File: src/rtl/ctrl_regq.sv
// ctrl_regq: SPI byte-bus decoder splitting a message-RAM window from a control
// register window, with a transmit length queue, sticky W1C status and an IRQ.
//
// state | meaning
// IDLE  | not busy; launches the queue head when the queue is non-empty
// RUN   | o_transmit high, waiting for the registered tx_done
// GAP   | one forced low cycle after a message, still busy
module ctrl_regq #(
    parameter int ADDR_W    = 10,
    parameter int RAM_DEPTH = 1000,
    parameter int LEN_W     = 10,
    parameter int QDEPTH    = 4,
    parameter int NGPIO     = 4
) (
    input  logic              clk,
    input  logic              reset_n,
    input  logic [ADDR_W-1:0] i_addr,
    input  logic [7:0]        i_wdata,
    input  logic              i_wr,
    input  logic              i_rd,
    output logic [7:0]        o_rdata,
    input  logic [7:0]        i_ram_data,
    output logic              o_ram_wr,
    output logic              o_ram_rd,
    output logic [ADDR_W-1:0] o_ram_addr,
    output logic [7:0]        o_ram_data,
    input  logic              i_tx_done,
    input  logic [NGPIO-1:0]  i_gpios,
    output logic              o_transmit,
    output logic [LEN_W-1:0]  o_msg_length,
    output logic [1:0]        o_reg_speed,
    output logic              o_reg_cw,
    output logic              o_reg_use_fifo,
    output logic              o_reg_oqpsk,
    output logic              o_fifo_reset,
    output logic              o_irq
);

    localparam int PTR_W = (QDEPTH > 1) ? $clog2(QDEPTH) : 1;
    localparam int CNT_W = PTR_W + 1;
    localparam int HI_W  = LEN_W - 8;

    localparam logic [ADDR_W-1:0] A_LEN_HI = ADDR_W'(RAM_DEPTH);
    localparam logic [ADDR_W-1:0] A_LEN_LO = ADDR_W'(RAM_DEPTH + 1);
    localparam logic [ADDR_W-1:0] A_CFG    = ADDR_W'(RAM_DEPTH + 2);
    localparam logic [ADDR_W-1:0] A_QCMD   = ADDR_W'(RAM_DEPTH + 3);
    localparam logic [ADDR_W-1:0] A_STATUS = ADDR_W'(RAM_DEPTH + 4);
    localparam logic [ADDR_W-1:0] A_IRQ_EN = ADDR_W'(RAM_DEPTH + 5);
    localparam logic [ADDR_W-1:0] A_GPIO   = ADDR_W'(RAM_DEPTH + 6);
    localparam logic [ADDR_W-1:0] A_ID2    = '1;
    localparam logic [ADDR_W-1:0] A_ID1    = A_ID2 - ADDR_W'(1);
    localparam logic [ADDR_W-1:0] A_ID0    = A_ID2 - ADDR_W'(2);
    localparam logic [CNT_W-1:0]  CNT_FULL = CNT_W'(QDEPTH);

    typedef enum logic [1:0] {
        ST_IDLE = 2'd0,
        ST_RUN  = 2'd1,
        ST_GAP  = 2'd2
    } state_t;

    state_t            state_q, state_d;
    logic [HI_W-1:0]   len_hi_q, len_hi_d;
    logic [7:0]        len_lo_q, len_lo_d;
    logic [4:0]        cfg_q, cfg_d;
    logic [2:0]        irq_en_q, irq_en_d;
    logic [2:0]        sticky_q, sticky_d;
    logic              tx_done_q, tx_done_d;
    logic              fifo_reset_q, fifo_reset_d;
    logic              irq_q, irq_d;
    logic [LEN_W-1:0]  q_mem_q [QDEPTH];
    logic [LEN_W-1:0]  q_mem_d [QDEPTH];
    logic [PTR_W-1:0]  wr_ptr_q, wr_ptr_d;
    logic [PTR_W-1:0]  rd_ptr_q, rd_ptr_d;
    logic [CNT_W-1:0]  cnt_q, cnt_d;

    logic              in_ram;
    logic              reg_wr;
    logic              wr_len_hi, wr_len_lo, wr_cfg, wr_qcmd, wr_status, wr_irq_en;
    logic              busy, full, empty;
    logic              push_req, flush_req, flush_ok, push_ok;
    logic              pop;
    logic              ovf_set, unr_set;
    logic [2:0]        w1c_mask;
    logic [LEN_W-1:0]  staged_len;
    logic [7:0]        reg_rdata;

    assign in_ram     = (i_addr < A_LEN_HI);
    assign reg_wr     = i_wr & ~in_ram;
    assign wr_len_hi  = reg_wr & (i_addr == A_LEN_HI);
    assign wr_len_lo  = reg_wr & (i_addr == A_LEN_LO);
    assign wr_cfg     = reg_wr & (i_addr == A_CFG);
    assign wr_qcmd    = reg_wr & (i_addr == A_QCMD);
    assign wr_status  = reg_wr & (i_addr == A_STATUS);
    assign wr_irq_en  = reg_wr & (i_addr == A_IRQ_EN);

    assign busy       = (state_q != ST_IDLE);
    assign full       = (cnt_q == CNT_FULL);
    assign empty      = (cnt_q == '0);
    assign staged_len = {len_hi_q, len_lo_q};

    assign push_req   = wr_qcmd & i_wdata[0];
    assign flush_req  = wr_qcmd & i_wdata[1];
    assign flush_ok   = flush_req & ~busy;

    always_comb begin
        state_d = state_q;
        pop     = 1'b0;
        case (state_q)
            ST_IDLE: begin
                // A flush taken this cycle must not launch the entries it removes.
                if (!empty && !flush_ok) begin
                    state_d = ST_RUN;
                end
            end
            ST_RUN: begin
                if (tx_done_q) begin
                    pop     = 1'b1;
                    state_d = ST_GAP;
                end
            end
            ST_GAP: begin
                state_d = ST_IDLE;
            end
            default: begin
                state_d = ST_IDLE;
            end
        endcase
    end

    always_comb begin
        q_mem_d  = q_mem_q;
        wr_ptr_d = wr_ptr_q;
        rd_ptr_d = rd_ptr_q;
        cnt_d    = cnt_q;
        push_ok  = 1'b0;
        ovf_set  = 1'b0;
        unr_set  = flush_req & busy;
        if (flush_ok) begin
            rd_ptr_d = '0;
            wr_ptr_d = '0;
            cnt_d    = '0;
            if (push_req) begin
                q_mem_d[0] = staged_len;
                wr_ptr_d   = PTR_W'(1);
                cnt_d      = CNT_W'(1);
            end
        end else begin
            // A pop in the same cycle frees the slot a push into a full queue needs.
            push_ok = push_req & (~full | pop);
            ovf_set = push_req & ~push_ok;
            if (pop) begin
                rd_ptr_d = rd_ptr_q + PTR_W'(1);
            end
            if (push_ok) begin
                q_mem_d[wr_ptr_q] = staged_len;
                wr_ptr_d          = wr_ptr_q + PTR_W'(1);
            end
            cnt_d = cnt_q + CNT_W'(push_ok) - CNT_W'(pop);
        end
    end

    always_comb begin
        len_hi_d     = len_hi_q;
        len_lo_d     = len_lo_q;
        cfg_d        = cfg_q;
        irq_en_d     = irq_en_q;
        if (wr_len_hi && !busy) len_hi_d = i_wdata[HI_W-1:0];
        if (wr_len_lo && !busy) len_lo_d = i_wdata;
        if (wr_cfg && !busy)    cfg_d    = i_wdata[4:0];
        if (wr_irq_en)          irq_en_d = i_wdata[2:0];
        w1c_mask     = wr_status ? i_wdata[2:0] : 3'b000;
        sticky_d     = (sticky_q & ~w1c_mask) | {unr_set, ovf_set, pop};
        tx_done_d    = i_tx_done & (state_q == ST_RUN);
        fifo_reset_d = wr_qcmd & i_wdata[2];
        irq_d        = |(sticky_q & irq_en_q);
    end

    always_ff @(posedge clk or negedge reset_n) begin
        if (!reset_n) begin
            state_q      <= ST_IDLE;
            len_hi_q     <= '0;
            len_lo_q     <= '0;
            cfg_q        <= '0;
            irq_en_q     <= '0;
            sticky_q     <= '0;
            tx_done_q    <= 1'b0;
            fifo_reset_q <= 1'b0;
            irq_q        <= 1'b0;
            wr_ptr_q     <= '0;
            rd_ptr_q     <= '0;
            cnt_q        <= '0;
            for (int i = 0; i < QDEPTH; i++) begin
                q_mem_q[i] <= '0;
            end
        end else begin
            state_q      <= state_d;
            len_hi_q     <= len_hi_d;
            len_lo_q     <= len_lo_d;
            cfg_q        <= cfg_d;
            irq_en_q     <= irq_en_d;
            sticky_q     <= sticky_d;
            tx_done_q    <= tx_done_d;
            fifo_reset_q <= fifo_reset_d;
            irq_q        <= irq_d;
            wr_ptr_q     <= wr_ptr_d;
            rd_ptr_q     <= rd_ptr_d;
            cnt_q        <= cnt_d;
            q_mem_q      <= q_mem_d;
        end
    end

    always_comb begin
        reg_rdata = 8'h00;
        case (i_addr)
            A_LEN_HI: reg_rdata = 8'(len_hi_q);
            A_LEN_LO: reg_rdata = len_lo_q;
            A_CFG:    reg_rdata = {3'b000, cfg_q};
            A_QCMD:   reg_rdata = 8'(cnt_q);
            A_STATUS: reg_rdata = {busy, full, empty, 2'b00, sticky_q};
            A_IRQ_EN: reg_rdata = {5'b00000, irq_en_q};
            A_GPIO:   reg_rdata = 8'(i_gpios);
            A_ID0:    reg_rdata = 8'h96;
            A_ID1:    reg_rdata = 8'h02;
            A_ID2:    reg_rdata = 8'(QDEPTH);
            default:  reg_rdata = 8'h00;
        endcase
    end

    assign o_rdata        = in_ram ? i_ram_data : reg_rdata;
    assign o_ram_wr       = i_wr & in_ram;
    assign o_ram_rd       = i_rd & in_ram;
    assign o_ram_addr     = i_addr;
    assign o_ram_data     = i_wdata;
    assign o_transmit     = (state_q == ST_RUN);
    assign o_msg_length   = empty ? '0 : q_mem_q[rd_ptr_q];
    assign o_reg_speed    = cfg_q[1:0];
    assign o_reg_cw       = cfg_q[2];
    assign o_reg_use_fifo = cfg_q[3];
    assign o_reg_oqpsk    = cfg_q[4];
    assign o_fifo_reset   = fifo_reset_q;
    assign o_irq          = irq_q;

endmodule

File: config.mk
export PLATFORM = sky130hd
export DESIGN_NAME = ctrl_regq
export DESIGN_NICKNAME = d
export VERILOG_FILES = /design/src/rtl/ctrl_regq.sv
export SDC_FILE = /design/constraint.sdc
export NUM_CORES = 1
export LEC_CHECK = 0
export CORE_ASPECT_RATIO = 1.25
export CORE_MARGIN = 3
export CORE_UTILIZATION = 50
export DETAILED_ROUTE_END_ITERATION = 7
export PLACE_DENSITY = 0.83
export SKIP_CTS_REPAIR_TIMING = 1
export SLEW_MARGIN = 10
export SYNTH_ARGS = -nofsm -noshare
export SYNTH_HDL_FRONTEND = slang
export SYNTH_SLANG_ARGS = --single-unit
File: constraint.sdc
create_clock -name clk -period 4.52 [get_ports clk]
set_clock_uncertainty 0.1 [all_clocks]
set_input_delay 0.904 -clock clk [delete_from_list [all_inputs] [get_ports clk]]
set_output_delay 0.904 -clock clk [all_outputs]
set_load 0.05 [all_outputs]
==> results_dict.tcl <==
set metrics [dict create \
    rsz0062_at_grt "false" \
    overflow 0 \
    cp-end-kind "output port" \
    yosys_warnings 0 \
    hold_class "reg -> reg" \
    grt_usage_pct 22.0 \
    syn_inst 320 \
    dp_cells 468 \
    worst-setup-path-type "in -> out" \
    via_per_inst 5.93 \
    ios 81 \
    floorplan.initialDensity_pct 52.7 \
    antenna_found_initial 0 \
    hold_start "q_mem_q[12]" \
    antennaDiodeCount 0 \
    setup_violations 0 \
    port_buffers 80 \
    core_area_mm2 0.00797 \
    p_leak_nw 2.28 \
    regToRegEndpoint "cnt_q[2]" \
    fmax_mhz 254 \
    clock_path_buffers 2 \
    hpwl_mm 7.09 \
    worstRegToRegCells 11 \
    num_vias 2872 \
    status "finished clean" \
    yosysTopAreaCell "dfrtp_1" \
    worstPathMaxFanout 12 \
    drt_iter0_drc 155 \
    synth-seq-area-share_pct 43.5 \
    final_cells 484 \
    cp-start-kind "primary input" \
    fin_crit_sh_pct 87.2 \
    slew_headroom_pct 30.4 \
    grt_pass1_wl_mm 15.8 \
    numCtsBuffers 9 \
    grt_max_degree 47 \
    ant_nets 0 \
    grt_pass1_vias 3027 \
    nets 426 \
    tns_ns 0 \
    die_w_um 88.0 \
    area_growth_pct 22.4 \
    dieArea_mm2 0.00954 \
    drt-total-wl_mm 9.75 \
    synth_top_flop_cell "dfrtp_1" \
    final.min_clock_period_ns 3.94 \
    maxSlewViolCount 0 \
    tritoncts "built" \
    rr_startpoint "cnt_q[1]" \
    hold_path_depth 1 \
    finalWeightedCongestion 0.955 \
    drt_pass1_iterations 4 \
    die_h_um 108 \
    h-tree-depth 3 \
    synth_nets 362 \
    synth-async-reset-ratio_pct 100 \
    finalHoldViolCount 0 \
    ir_drop_uv 204 \
    synth_top_area_share_pct 43.5 \
    avgSynthCellArea_um2 13.1 \
    cts_root_buf "clkbuf_8" \
    synth.cell_area_mm2 0.00420 \
    wire_per_inst_um 20.1 \
    r2r_slack_ns 1.72 \
    p_per_area_mw_per_mm2 352 \
    maxCapViolations 0 \
    drive_gt1_share_pct 29.8 \
    synth_edf_count 0 \
    ys_ff_latch 73 \
    worst_pin_slew_ns 1.04 \
    clock_latency_ns 0.35 \
    num_rows 36 \
    drc 0 \
    path_clk_slew_ns 0.07 \
    min_to "q_mem_q[12]" \
    synthTopCellsByArea "dfrtp_1 44%, mux2_4 14%, mux4_2 5.9%, mux2_2 4.8%, buf_4 3.4%" \
    crit_arrival_ns 2.94 \
    cts_sinks 73 \
    synth_cell_types 59 \
    worst-endpoint-required_ns 3.52 \
]
stage by stage:
step	hold slack, ns	utilization [%]	power (mW)	area (µm²)	worst slack, ns
after floorplan	0.372	-	1.08	4200	0.655
after global placement	0.391	61.5	1.21	4900	0.671
after detailed placement	0.393	61.5	1.23	4900	0.644
after CTS	0.411	64.5	1.83	5140	0.640
after global routing	0.428	64.5	1.89	5140	0.437
final	0.411	64.5	1.81	5140	0.580
per-layer routing:
layer	global-route usage, %	vias to the layer above	part of all wire (%)
met1	27.7	1476	41
met3	4.57	18	4.3
met4	8.00	0	2.4
met5	0	-	0
met2	37.0	98	52
li1	-	1280	-
cells in the mapped netlist (4+ instances only):
cell type,number
mux2_4,40
mux2i_1,4
clkbuf_1,5
nor2b_1,13
nand2_1,12
a21oi_1,5
ha_1,6
mux4_2,11
mux2_2,18
inv_1,9
dfrtp_1,73
nor3b_1,4
nor2_1,11
nand3_1,6
buf_4,19
and2_1,5
a22oi_1,7
o21ai_0,9
logic make-up after synthesis:
family	after synthesis	synth area share, %
DFF	73	43.5
and+or+nand+nor	84	13.9
AOI/OAI and AO/OA	36	5.93
buffers and inverters	41	7.09
xor gates and xnor gates	5	1.04
adders and majority gates	7	2.27
muxes	74	26.3
placed cells by master, fill, tap and decap left out, types with 3 or more instances in the layout:
cell,n
dfrtp_1,73
clkdlybuf4s50_1,69
mux2_4,40
mux2_2,18
nor2b_1,13
nand2_1,12
buf_4,12
mux4_2,11
nor2_1,11
clkbuf_8,11
inv_1,9
o21ai_0,9
a22oi_1,7
nand3_1,6
ha_1,6
a21oi_1,5
and2_1,5
mux2i_1,4
nor3_1,3
xor2_1,3
a2bb2oi_1,3
nor3b_1,3
and4_4,3
buf_12,3
power breakdown:
group / switching, mW / internal [mW] / leakage (nW)
Combinational: 0.236 / 0.187 / 1.17
Sequential: 0.0948 / 0.692 / 0.994
Clock: 0.255 / 0.345 / 0.117
how the worst max path moves through the flow:
stage / from / to / slack, ns / cells past startpoint
2_1_floorplan: i_addr[1] / o_rdata[6] / 0.66 / 4
3_3_place_gp: i_addr[7] / o_rdata[2] / 0.67 / 6
3_5_place_dp: i_addr[4] / o_rdata[2] / 0.64 / 5
4_1_cts: i_addr[4] / o_rdata[2] / 0.64 / 5
5_1_grt: i_addr[3] / o_rdata[2] / 0.44 / 5
6_report: i_addr[4] / o_rdata[2] / 0.58 / 5
final cells by class:
type	instances	area, µm²
timing repair buffer	85	846
multi-input combinational	206	2080
clock inverter	5	85.1
inverter	9	33.8
sequential	73	1830
fill	592	2830
tap	95	119
clock buffer	11	151
state kept, by name, summed over array words and instances, names as in the netlist:
name / count
o_fifo_reset: 1
len_hi_q: 2
sticky_q: 3
q_mem_q: 40
state_q: 2
rd_ptr_q: 2
irq_en_q: 3
wr_ptr_q: 2
cfg_q: 5
cnt_q: 3
len_lo_q: 8
o_irq: 1
tx_done_q: 1
critical path, cell delays in order:
cell             delay, ns
clkdlybuf4s50_1       0.59
o211ai_1              0.82
a222oi_1              0.25
o21ai_0               0.13
buf_4                 0.24
Power figures use the tool's default switching activity.
